**config.mk**
```make
export PLATFORM = sky130hd
export DESIGN_NAME = bcd_seg_counter
export DESIGN_NICKNAME = d
export VERILOG_FILES = /design/src/rtl/seg_pkg.sv /design/src/rtl/bcd7seg.sv /design/src/rtl/bcd_seg_counter.sv
export SDC_FILE = /design/constraint.sdc
export NUM_CORES = 1
export LEC_CHECK = 0
export ABC_CLOCK_PERIOD_IN_PS = 5000
export CORE_MARGIN = 2
export CORE_UTILIZATION = 25
export DETAILED_ROUTE_END_ITERATION = 7
export DONT_BUFFER_PORTS = 1
export PLACE_DENSITY = 0.46
export SLEW_MARGIN = 20
export SYNTH_ARGS = -nofsm -noshare
export SYNTH_HDL_FRONTEND = slang
export SYNTH_SLANG_ARGS = --single-unit
export TNS_END_PERCENT = 100
```
**constraint.sdc**
```tcl
create_clock -name clk -period 5 [get_ports clk]
set_input_delay 0.5 -clock clk [delete_from_list [all_inputs] [get_ports clk]]
set_output_delay 0.5 -clock clk [all_outputs]
set_load 0.1 [all_outputs]
```
**src/rtl/seg_pkg.sv**
```systemverilog
// Shared constants for BCD digits and seven-segment patterns.
// Patterns are active-high, with bit order g..a.
package seg_pkg;

   localparam int unsigned BcdW = 4;
   localparam int unsigned SegW = 8;

   localparam logic [6:0] Seg0 = 7'h3F;
   localparam logic [6:0] Seg1 = 7'h06;
   localparam logic [6:0] Seg2 = 7'h5B;
   localparam logic [6:0] Seg3 = 7'h4F;
   localparam logic [6:0] Seg4 = 7'h66;
   localparam logic [6:0] Seg5 = 7'h6D;
   localparam logic [6:0] Seg6 = 7'h7D;
   localparam logic [6:0] Seg7 = 7'h07;
   localparam logic [6:0] Seg8 = 7'h7F;
   localparam logic [6:0] Seg9 = 7'h6F;

   function automatic logic [6:0] seg_pattern(input logic [BcdW-1:0] d);
      case (d)
         4'd0:    return Seg0;
         4'd1:    return Seg1;
         4'd2:    return Seg2;
         4'd3:    return Seg3;
         4'd4:    return Seg4;
         4'd5:    return Seg5;
         4'd6:    return Seg6;
         4'd7:    return Seg7;
         4'd8:    return Seg8;
         4'd9:    return Seg9;
         default: return 7'h00;
      endcase
   endfunction

   function automatic logic [BcdW-1:0] bcd_clamp(input logic [BcdW-1:0] d);
      return (d > 4'd9) ? 4'd9 : d;
   endfunction

endpackage

```
**src/rtl/bcd7seg.sv**
```systemverilog
// One BCD digit to eight segment bits (dp in bit 7, always off).
// The selected polarity applies to every bit, dp included.
module bcd7seg
   import seg_pkg::*;
(
   input  logic [BcdW-1:0] digit_i,
   input  logic            active_low_i,
   output logic [SegW-1:0] seg_o
);

   logic [SegW-1:0] seg_hi;

   assign seg_hi = {1'b0, seg_pattern(digit_i)};
   assign seg_o  = active_low_i ? ~seg_hi : seg_hi;

endmodule

```
**src/rtl/bcd_seg_counter.sv**
```systemverilog
// Prescaled up/down BCD counter with wrap/saturate limits.
// It also provides a per-digit seven-segment decode.
module bcd_seg_counter
   import seg_pkg::*;
#(
   parameter int unsigned DIGITS         = 2,
   parameter int unsigned TICK_DIV       = 50000000,
   parameter bit          SEG_ACTIVE_LOW = 1'b1
) (
   input  logic                     clk,
   input  logic                     resetn,
   input  logic                     en,
   input  logic                     up,
   input  logic                     wrap_en,
   input  logic                     clr,
   input  logic                     load,
   input  logic [BcdW*DIGITS-1:0]   load_val,
   output logic [BcdW*DIGITS-1:0]   bcd,
   output logic [SegW*DIGITS-1:0]   seg,
   output logic                     tick,
   output logic                     wrap
);

   localparam int unsigned BcdTotW = BcdW * DIGITS;
   localparam int unsigned PresW   = (TICK_DIV > 1) ? $clog2(TICK_DIV) : 1;
   localparam logic [PresW-1:0] PresMax = PresW'(TICK_DIV - 1);

   logic [PresW-1:0]   pres_q, pres_d;
   logic [BcdTotW-1:0] bcd_q, bcd_d;
   logic [BcdTotW-1:0] bcd_inc, bcd_dec, bcd_ld;
   logic               wrap_q, wrap_d;
   logic               tick_int;
   logic               carry, borrow;

   assign tick_int = en & (pres_q == PresMax);
   // With TICK_DIV=1, pres_q is always at terminal count, so tick must be gated by reset.
   assign tick     = tick_int & resetn;

   always_comb begin
      pres_d = pres_q;
      if (clr || tick_int) begin
         pres_d = '0;
      end else if (en) begin
         pres_d = pres_q + PresW'(1);
      end
   end

   // carry/borrow leave the loop set only when every digit was 9 (or every digit was 0).
   always_comb begin
      carry   = 1'b1;
      borrow  = 1'b1;
      bcd_inc = bcd_q;
      bcd_dec = bcd_q;
      bcd_ld  = '0;
      for (int i = 0; i < int'(DIGITS); i++) begin
         if (carry) begin
            if (bcd_q[i*BcdW +: BcdW] == 4'd9) begin
               bcd_inc[i*BcdW +: BcdW] = 4'd0;
            end else begin
               bcd_inc[i*BcdW +: BcdW] = bcd_q[i*BcdW +: BcdW] + 4'd1;
               carry = 1'b0;
            end
         end
         if (borrow) begin
            if (bcd_q[i*BcdW +: BcdW] == 4'd0) begin
               bcd_dec[i*BcdW +: BcdW] = 4'd9;
            end else begin
               bcd_dec[i*BcdW +: BcdW] = bcd_q[i*BcdW +: BcdW] - 4'd1;
               borrow = 1'b0;
            end
         end
         bcd_ld[i*BcdW +: BcdW] = bcd_clamp(load_val[i*BcdW +: BcdW]);
      end
   end

   always_comb begin
      bcd_d  = bcd_q;
      wrap_d = 1'b0;
      if (clr) begin
         bcd_d = '0;
      end else if (load) begin
         bcd_d = bcd_ld;
      end else if (tick_int) begin
         if (up) begin
            if (!carry || wrap_en) bcd_d = bcd_inc;
            wrap_d = carry & wrap_en;
         end else begin
            if (!borrow || wrap_en) bcd_d = bcd_dec;
            wrap_d = borrow & wrap_en;
         end
      end
   end

   always_ff @(posedge clk or negedge resetn) begin
      if (!resetn) begin
         pres_q <= '0;
         bcd_q  <= '0;
         wrap_q <= 1'b0;
      end else begin
         pres_q <= pres_d;
         bcd_q  <= bcd_d;
         wrap_q <= wrap_d;
      end
   end

   assign bcd  = bcd_q;
   assign wrap = wrap_q;

   for (genvar g = 0; g < int'(DIGITS); g++) begin : gen_digit
      bcd7seg u_bcd7seg (
         .digit_i      (bcd_q[g*BcdW +: BcdW]),
         .active_low_i (SEG_ACTIVE_LOW),
         .seg_o        (seg[g*SegW +: SegW])
      );
   end

endmodule

```
==> results of run 1 <==
## per-layer routing
layer  global-route usage (%)  vias to the layer above  share of wire, %
met1                     15.7                     1000                47
li1                         -                     1053                 -
met4                     2.67                        0              0.57
met5                        0                        -                 0
met3                     3.62                        5               6.9
met2                     18.7                       59                45
## worst reg2reg max path, stage by stage, from the launching register on
cell and delay [ps]:
dfrtp_1 800, inv_1 410, ha_1 330, or3b_1 380, a21oi_1 280, a2bb2oi_2 250
o21ai_4 120, mux2_1 310
## per-stage QoR
step | setup slack [ps] | util (%)
finish | 1340 | 29.3
global route | 1240 | 29.3
CTS | 1350 | 29.2
detailed placement | 1680 | 28.0
global placement | 1740 | 27.9
floorplan | 999 | -
## final cells by class
type                    count  share of cell area [%]
clock buffers               8                    3.48
inverters                  12                    1.57
multi-input cells         239                    56.2
flip-flops and latches     35                    30.5
well taps                 133                    5.79
repair buffers              8                    2.53
## cell families (layout without fill, tap and decap cells)
logic type                 count (synthesis)  after routing  share of synthesized area (%)
muxes                                      6              6                           2.61
xor gates and xnor gates                  26             26                           8.96
DFF                                       35             35                           34.5
and+or+nand+nor                          135            135                           27.1
other                                      1              2                          0.148
buffers and inverters                     26             28                           4.53
adders and majority gates                 13             13                           6.40
AOI/OAI and AO/OA                         57             57                           15.8
## state kept, by name, indices dropped and copies added, names as in the netlist
signal	flops
wrap	1
bcd	8
pres_q	26
## power by group through the flow
| stage | logic [W] | registers, W | clock network (W) |
|---|---|---|---|
| detailed placement | 0.000461 | 0.000328 | 0 |
| global placement | 0.000463 | 0.000328 | 0 |
| finish | 0.000470 | 0.000322 | 0.000232 |
| global route | 0.000495 | 0.000324 | 0.000253 |
| CTS | 0.000469 | 0.000322 | 0.000241 |
| floorplan | 0.000360 | 0.000367 | 0 |
## placed cells by master, fill, tap and decap left out, types with 2 or more instances in the layout
master	netlist	final
nor2_1	42	36
dfrtp_1	35	35
nand2_1	24	24
xor2_1	22	22
nand3_1	19	19
a21oi_1	17	14
ha_1	13	13
inv_1	12	12
nand4_1	11	11
o21ai_0	11	10
nor3_1	9	8
nand2b_1	8	8
clkbuf_8	0	7
buf_4	2	7
nor2_2	0	6
and3_1	4	4
mux2i_1	4	4
xnor2_1	4	4
a32o_1	4	4
or2_2	3	3
nor2b_1	3	3
nor3_2	2	3
a31oi_1	5	3
a21oi_2	0	2
a31oi_2	0	2
and2_1	2	2
a221oi_1	2	2
a31o_2	2	2
o21bai_1	2	2
conb_1	1	2
## path summary, 6_finish.rpt
path | from | to | slack [ps] | cells after the start
worst max-delay path | bcd[5] | seg[12] | 1340 | 4
worst min-delay path | resetn | pres_q[8] | 40 | 1
worst max register to register | bcd[0] | bcd[7] | 2010 | 7
worst min register to register | pres_q[25] | pres_q[25] | 550 | 2
max in group asynchronous | resetn | bcd[0] | 4780 | 1
min in group clk | clr | pres_q[6] | 270 | 1
## repair_timing
action	in CTS	in global routing
buffers inserted	0	0
gates resized for setup	0	0
endpoints found under the hold margin	35	0
hold buffers	1	0
==> flow_summary_export.csv, run 1 <==
group,metric,value,unit
worst_setup_path,cp-start-kind,"flop",
timing,hold_ws,40.8,ps
pwr,vdd_drop_max,224,uV
pwr,p_seq_share,31.5,%
job,maxCapViolCount,0,
synth,yosys_most_used_dff,"dfrtp_1",
worst_setup_path,cp.required,4500,ps
worst_setup_path,slowest_delay,1090,ps
synth,synth_top_area_cell,"dfrtp_1",
worst_setup_path,cp_max_fo,8,
synth,ys_ff_latch,35,
floorplanning,ios,41,
clock_network,cts.sink_count,35,
timing,grt_setup_unrepaired,"no",
worst_setup_path,end_kind,"output port",
floorplanning,core-area,0.00982,mm2
floorplanning,die-width,105,um
synth,synth_cells,299,
timing,slew_headroom,21.0,%
timing,setup_tns,0,ps
synth,synth_most_common_cell,"nor2_1",
synth,synth-edff-count,0,
pwr,p_leak,1.19,nW
cells_and_area,final_net_count,329,
synth,ys_seq_area_share,34.5,%
cells_and_area,finalInstanceArea,0.00287,mm2
pwr,intPower,0.000505,W
pwr,power.density,356,mW/mm2
synth,synth_cell_types,53,
synth,synth_top_area_share,34.5,%
route,num_vias,2117,
synth,synth_common_cells,"nor2_1 (42), dfrtp_1 (35), nand2_1 (24)",
route,route.detailed.drc,0,
placement,dp_cells,426,
worst_setup_path,slowest_stage,"dfrtp_1",
outcome,status,"complete, no violations",
cells_and_area,syn_to_final_growth,13.1,%
clock_network,clock_latency,290,ps
timing,period_share,73.1,%
timing,maxSlewViolCount,0,
timing,fin_worst_skew,4.90,ps
placement,gp_congestion,0.807,
clock_network,cts_tree,"yes",
floorplanning,rows,36,
synth,ys_warn_count,0,
clock_network,cts_buffers,5,
global_routing,antenna_found_initial,0,
pwr,swShare,50.7,%
pwr,switchingPower,0.000519,W
global_routing,grt_max_degree,36,
worst_setup_path,cp.arrival,3160,ps
clock_network,cts.reportedPaths.clkPinSlew,70,ps
clock_network,cts_max_path_buffers,2,
global_routing,overflow,0,
placement,port_buffers,0,
worst_setup_path,path_cells,"inv_1 -> ha_1 -> nor2b_1 -> a21oi_2",
route,vias_per_cell,4.87,
floorplanning,die_h,105,um
clock_network,cts-htree-levels,2,
cells_and_area,ff_latch_area,876,um2
worst_setup_path,crit_buf_inv,1,
global_routing,grt_pass1_vias,2080,
cells_and_area,antennaDiodeCount,0,
global_routing,grt_usage,11.8,%
floorplanning,start_util,25.9,%
timing,setup_viol,0,
synth,synth_area_leaders,"dfrtp_1 (34%), xor2_1 (7.6%), ha_1 (6.4%)",
worst_setup_path,timing_worst_setup_path_type,"reg -> out",
timing,worstMarginPinSlew,1190,ps
synth,syn_area_per_cell,8.50,um2
timing,max_freq,274,MHz
route,wl_per_cell,14.6,um
placement,postPlaceCellArea,0.00275,mm2
placement,place_hpwl,4490,um
pwr,combPwrFrac,45.9,%
route,first_pass_iters,4,
cells_and_area,fill_cells,1090,
floorplanning,dieArea,0.0110,mm2
synth,synth_area,0.00254,mm2
cells_and_area,final_cells,435,
min_path,min_path_type,"in -> async",
pwr,pwr-share-clk,22.6,%
timing,min_period,3660,ps
cells_and_area,multi_input_area,0.00161,mm2
timing,timing_hold_violations_final,0,
route,routed_wl,6350,um
route,drt_iter0_markers,102,
global_routing,grt_pass1_wl,10600,um
cells_and_area,drive_gt1_share,13.9,%
pwr,total_power,0.00102,W
clock_network,root_buffer,"clkbuf_8",
route,antenna_left,0,
worst_setup_path,critPathTopFamily,"flip-flops",
synth,synthArstFlopShare,100,%
Power figures use the tool's default switching activity.
==> run 2: changes to the inputs <==
--- a/config.mk
+++ b/config.mk
@@ -5,7 +5,8 @@
 export SDC_FILE = /design/constraint.sdc
 export NUM_CORES = 1
 export LEC_CHECK = 0
-export ABC_CLOCK_PERIOD_IN_PS = 5000
+export ABC_AREA = 1
+export ABC_CLOCK_PERIOD_IN_PS = 3400
 export CORE_MARGIN = 2
 export CORE_UTILIZATION = 25
 export DETAILED_ROUTE_END_ITERATION = 7
==> constraint.sdc (replaced) <==
create_clock -name clk -period 3.4 [get_ports clk]
set_input_delay 0.34 -clock clk [delete_from_list [all_inputs] [get_ports clk]]
set_output_delay 0.34 -clock clk [all_outputs]
set_load 0.1 [all_outputs]
==> run 2 against run 1 <==
  * Via count is 27% higher
  * First-iteration DRC count up 22%
  * Highest routed layer unchanged
  * Non-clock buffer count increased by 17
  * Clock power up 24%
  * Final area is 10% higher
  * Worst hold slack better by 150 ps
  * Register-to-register slack got worse by 620 ps
  * Power rose by 38%
  * Critical path depth grew 3
  * Synthesized area grew 9.0%
==> flow_summary_export.csv, run 2 <==
group,metric,value,unit
placement,place_hpwl,5140,um
floorplanning,dieArea,0.0119,mm2
worst_setup_path,cp.required,3060,ps
synth,ys_seq_area_share,31.6,%
clock_network,cts_buffers,5,
timing,max_freq,412,MHz
worst_setup_path,cp.arrival,2090,ps
floorplanning,rows,38,
synth,synth_top_area_cell,"dfrtp_1",
clock_network,cts_setup_buffers,0,
cells_and_area,registers.top_by_ff_count,"pres_q",
clock_network,cts_max_path_buffers,2,
timing,maxSlewViolCount,0,
floorplanning,ios,41,
synth,ys_ff_latch,35,
timing,slew_headroom,41.6,%
synth,syn_area_per_cell,6.66,um2
floorplanning,die-width,109,um
synth,synth_cell_types,33,
pwr,vdd_drop_max,261,uV
worst_setup_path,cp_max_fo,7,
clock_network,root_buffer,"clkbuf_8",
clock_network,cts_tree,"yes",
cells_and_area,syn_to_final_growth,14.2,%
global_routing,grt_pass1_vias,2539,
timing,setup_viol,0,
floorplanning,die_h,109,um
clock_network,cts-htree-levels,2,
synth,synth-edff-count,0,
route,route.detailed.drc,0,
clock_network,cts_resized,0,
worst_setup_path,end_kind,"output port",
floorplanning,start_util,25.5,%
global_routing,overflow,0,
cells_and_area,final_cells,576,
synth,synth_cells,416,
pwr,p_leak,1.52,nW
synth,synth_area,0.00277,mm2
placement,port_buffers,0,
synth,ys_warn_count,0,
placement,gp_congestion,0.800,
route,wl_per_cell,12.2,um
route,antenna_left,0,
synth,synth_top_area_share,31.6,%
global_routing,grt_pass1_wl,12100,um
cells_and_area,final_common_cell,"nand2_1",
timing,fin_worst_skew,3.91,ps
outcome,status,"complete, no violations",
global_routing,antenna_found_initial,1,
global_routing,grt_usage,12.7,%
synth,synth_most_common_cell,"nand2_1",
cells_and_area,antennaDiodeCount,0,
floorplanning,core-area,0.0108,mm2
cells_and_area,fill_cells,1224,
cells_and_area,final_cell_mix,"nand2_1 (118), nor2_1 (56), inv_1 (43)",
worst_setup_path,cp-start-kind,"flop",
synth,synthArstFlopShare,100,%
cells_and_area,drive_gt1_share,12.8,%
timing,min_period,2430,ps
worst_setup_path,timing_worst_setup_path_type,"reg -> out",
clock_network,cts.sink_count,35,
global_routing,grt_max_degree,36,
pwr,power.density,448,mW/mm2
synth,yosys_most_used_dff,"dfrtp_1",
cells_and_area,final_net_count,465,
cells_and_area,largest_reg_flops,26,
route,num_vias,2689,
route,routed_wl,7040,um
job,maxCapViolCount,0,
timing,period_share,71.4,%
route,vias_per_cell,4.67,
clock_network,clock_latency,290,ps
clock_network,cts_hold_buffers,2,
clock_network,cts.reportedPaths.clkPinSlew,70,ps
timing,hold_ws,189,ps
placement,dp_cells,568,
timing,timing_hold_violations_final,0,
timing,worstMarginPinSlew,876,ps
synth,synth_common_cells,"nand2_1 (118), nor2_1 (57), inv_1 (43)",
timing,grt_setup_unrepaired,"no",
synth,synth_area_leaders,"dfrtp_1 (32%), nand2_1 (16%), nor2_1 (7.7%)",
route,drt_iter0_markers,124,
min_path,min_path_type,"in -> reg",
route,first_pass_iters,4,
run 2: changes by cell type after synthesis, moves of 12 or more:
cell     change
nand2_1     +94
inv_1       +31
nand3_1     +17
nor2_1      +15
xor2_1      -12
run 2: through the flow:
step / setup slack (ps) / TNS (ps) / power [W] / util, % / area, um2
2_1_floorplan: -70.4 / -70.4 / 0.00101 / - / 2780
3_3_place_gp: 1330 / 0 / 0.00113 / 28.2 / 3060
3_5_place_dp: 1290 / 0 / 0.00113 / 28.2 / 3060
4_1_cts: 953 / 0 / 0.00144 / 29.2 / 3160
5_1_grt: 836 / 0 / 0.00149 / 29.2 / 3160
6_report: 974 / 0 / 0.00142 / 29.2 / 3160
run 2: worst paths after layout:
path,from,endpoint,slack [ps],depth (start not counted)
worst min register to register,pres_q[24],pres_q[24],530,1
worst max register to register,bcd[5],bcd[0],1390,12
worst max-delay path,bcd[5],seg[11],970,7
min in group asynchronous,resetn,pres_q[24],530,2
worst min-delay path,en,pres_q[1],190,2
max in group asynchronous,resetn,pres_q[9],2690,2
run 2: cells by family (layout without fill, tap and decap cells):
logic type                 Yosys count  count (layout)  share of synthesized area [%]
DFF                                 35              35                           31.6
buffers and inverters               59              78                           9.44
AOI/OAI and AO/OA                   48              48                           9.58
xor gates and xnor gates            12              12                           3.80
and+or+nand+nor                    248             248                           39.5
adders and majority gates           13              13                           5.87
other                                1               2                          0.135
run 2: layout make-up:
type / count / area, um2 / area share [%]
inverter: 47 / 179 / 5.66
sequential: 35 / 876 / 27.7
tap: 140 / 175 / 5.54
multi-input combinational: 323 / 1660 / 52.4
clock buffer: 6 / 72.6 / 2.30
timing repair buffer: 25 / 203 / 6.41
run 2: layer usage:
layer  up-vias  track usage, %  wire length [um]
met2        72            19.7              3070
met1      1238            17.4              3380
met5         -               0                 0
li1       1370               -                 -
met3         9            3.77               514
met4         0            2.98                74
run 2: where the power goes:
| part | switching, W | internal [W] |
|---|---|---|
| logic | 0.000541 | 0.000140 |
| registers | 0.0000206 | 0.000429 |
| clock network | 0.000150 | 0.000137 |
run 2: critical path: stages (launching register included):
cell	delay, ps
dfrtp_1	320
buf_4	320
inv_1	170
ha_1	350
nand2_1	90
o21ai_0	110
o21ai_2	130
buf_4	300
==> run 3: changes to the inputs <==
--- a/config.mk
+++ b/config.mk
@@ -5,8 +5,8 @@
 export SDC_FILE = /design/constraint.sdc
 export NUM_CORES = 1
 export LEC_CHECK = 0
-export ABC_AREA = 1
-export ABC_CLOCK_PERIOD_IN_PS = 3400
+export ABC_AREA = 0
+export ABC_CLOCK_PERIOD_IN_PS = 2300
 export CORE_MARGIN = 2
 export CORE_UTILIZATION = 25
 export DETAILED_ROUTE_END_ITERATION = 7
==> constraint.sdc (replaced) <==
create_clock -name clk -period 2.3 [get_ports clk]
set_input_delay 0.23 -clock clk [delete_from_list [all_inputs] [get_ports clk]]
set_output_delay 0.23 -clock clk [all_outputs]
set_load 0.1 [all_outputs]
==> run 3 against run 2 <==
  * Register-to-register slack got worse by 1300 ps
  * Final area increased by 3.2%
  * Sequential power increased by 56%
  * Power increased by 75%
  * First-iteration DRC count decreased by 37%
  * Critical path depth decreased by 3
  * Sequential share of layout area decreased by 0.083 points
  * Worst setup slack got worse by 860 ps
  * Non-clock buffer count increased by 12
  * Critical endpoint is now tick
  * Largest cell class unchanged
  * Largest power group unchanged
==> flow_summary_export.csv, run 3 (synthesis results as in run 1) <==
group,metric,value,unit
global_routing,grt_pass1_vias,2211,
worst_setup_path,slowest_stage,"or4bb_1",
worst_setup_path,crit_buf_inv,1,
route,first_pass_iters,4,
placement,place_hpwl,4800,um
clock_network,cts.sink_count,35,
worst_setup_path,reg2reg_slack,140,ps
worst_setup_path,critPathTopFamily,"simple AND/OR/NAND/NOR gates",
pwr,power.density,759,mW/mm2
worst_setup_path,cp.arrival,1960,ps
timing,period_share,95.2,%
global_routing,grt_pass1_wl,11200,um
min_path,holdCritStartpoint,"wrap_en",
placement,dpl_worst_slack,156,ps
clock_network,clock_latency,280,ps
min_path,hold_depth,2,
global_routing,grt_usage,12.4,%
route,antenna_left,0,
worst_setup_path,timing.rr.start,"bcd[1]",
floorplanning,ios,41,
cells_and_area,drive_gt1_share,24.2,%
timing,maxSlewViolCount,0,
timing,worstMarginPinSlew,892,ps
floorplanning,rows,36,
placement,gp_congestion,0.793,
worst_setup_path,cp_max_fo,4,
worst_setup_path,cp-start-kind,"flop",
floorplanning,dieArea,0.0110,mm2
timing,setup_viol,0,
route,num_vias,2272,
cells_and_area,final_net_count,358,
timing,fin_worst_skew,7.27,ps
pwr,vdd_drop_max,508,uV
timing,max_freq,457,MHz
min_path,holdPathEnd,"wrap",
pwr,p_leak,1.35,nW
floorplanning,start_util,25.9,%
route,wl_per_cell,14.3,um
placement,port_buffers,0,
clock_network,cts.reportedPaths.clkPinSlew,70,ps
cells_and_area,final_cells,464,
cells_and_area,antennaDiodeCount,0,
timing,setup_tns,0,ps
global_routing,antenna_found_initial,0,
placement,dp_cells,451,
timing,min_period,2190,ps
route,drt_iter0_markers,78,
min_path,min_path_type,"in -> reg",
worst_setup_path,r2r_end,"bcd[7]",
worst_setup_path,path_cells,"or4bb_1 -> nor3_2 -> and3_1 -> buf_12",
route,vias_per_cell,4.90,
timing,fin_ws,110,ps
route,route.detailed.drc,0,
clock_network,cts_buffers,5,
cells_and_area,syn_to_final_growth,28.4,%
worst_setup_path,slowest_delay,530,ps
cells_and_area,largest_reg_flops,26,
cells_and_area,final_cell_mix,"nor2_1 (36), dfrtp_1 (27), buf_4 (25)",
worst_setup_path,r2r_cells,7,
cells_and_area,registers.top_by_ff_count,"pres_q",
worst_setup_path,timing_worst_setup_path_type,"reg -> out",
timing,slew_headroom,40.6,%
floorplanning,die-width,105,um
timing,timing_hold_violations_final,0,
global_routing,grt_max_degree,36,
global_routing,overflow,0,
clock_network,root_buffer,"clkbuf_8",
job,maxCapViolCount,0,
outcome,status,"complete, no violations",
floorplanning,die_h,105,um
clock_network,cts-htree-levels,2,
worst_setup_path,cp.required,2070,ps
timing,grt_setup_unrepaired,"no",
cells_and_area,final_common_cell,"nor2_1",
route,routed_wl,6620,um
floorplanning,core-area,0.00982,mm2
clock_network,cts_tree,"yes",
clock_network,cts_max_path_buffers,2,
worst_setup_path,end_kind,"output port",
==> run 3: cell count changes in the layout (fill, tap and decap cells not counted), sizes merged, moves of 10 or more <==
cell   previous run  this run
nand2           123        24
inv              46        12
nand3            40        19
nor2             59        42
xor2             10        22
buf              24        34
o21ai            22        12
==> run 3: cell type report <==
| cell class | count | area, um2 |
|---|---|---|
| Fill cell | 1060 | 6560 |
| Multi-Input combinational cell | 239 | 1670 |
| Sequential cell | 35 | 901 |
| Timing Repair Buffer | 37 | 380 |
| Tap cell | 133 | 166 |
| Clock buffer | 8 | 100 |
| Inverter | 12 | 45.0 |
==> run 3: report_power, final <==
| group | total [W] | switching (W) | internal [W] |
|---|---|---|---|
| Sequential | 0.000701 | 0.0000566 | 0.000645 |
| Combinational | 0.00128 | 0.000911 | 0.000372 |
| Clock | 0.000491 | 0.000218 | 0.000274 |
| Total | 0.00248 | 0.00119 | 0.00129 |
==> run 3: timing repair <==
item / in CTS / in global routing
pin swaps: 0 / 1
setup endpoints to repair: 1 / 3
endpoints found under the hold margin: 36 / 1
hold buffers: 3 / 1
gates resized for setup: 1 / 2
buffers inserted: 0 / 1
==> run 3: worst max-delay path by stage <==
stage / cells past startpoint / endpoint / from
floorplan: 7 / bcd[7] / bcd[1]
detailed placement: 7 / bcd[7] / bcd[1]
CTS: 6 / seg[6] / bcd[1]
finish: 4 / tick / pres_q[18]
global route: 5 / tick / pres_q[0]
global placement: 7 / bcd[7] / bcd[1]
==> run 3: routing by layer <==
metal  part of all wire (%)  GRT usage, %  routed length [um]
met1                     48          16.8                3170
met2                     47          20.0                3130
met3                    4.5          3.18                 300
met4                   0.44          2.57                  29
met5                      0             0                   0
==> run 3: worst reg2reg max path, cell delays in order (launching register included) <==
cell and delay, ps:
dfrtp_4 480, inv_1 80, ha_2 240, or3b_1 380, a21oi_2 210, a2bb2oi_2 230
o21ai_4 110, mux2_1 320
==> run 3: stage by stage <==
step	cell area, um2	power (W)	utilization, %	hold WS, ps
floorplan	2680	0.00168	-	-65.6
global placement	3090	0.00197	31.5	-63.9
detailed placement	3090	0.00198	31.5	-64.0
CTS	3240	0.00250	33.0	4.49
global route	3260	0.00259	33.2	69.2
finish	3260	0.00248	33.2	58.3
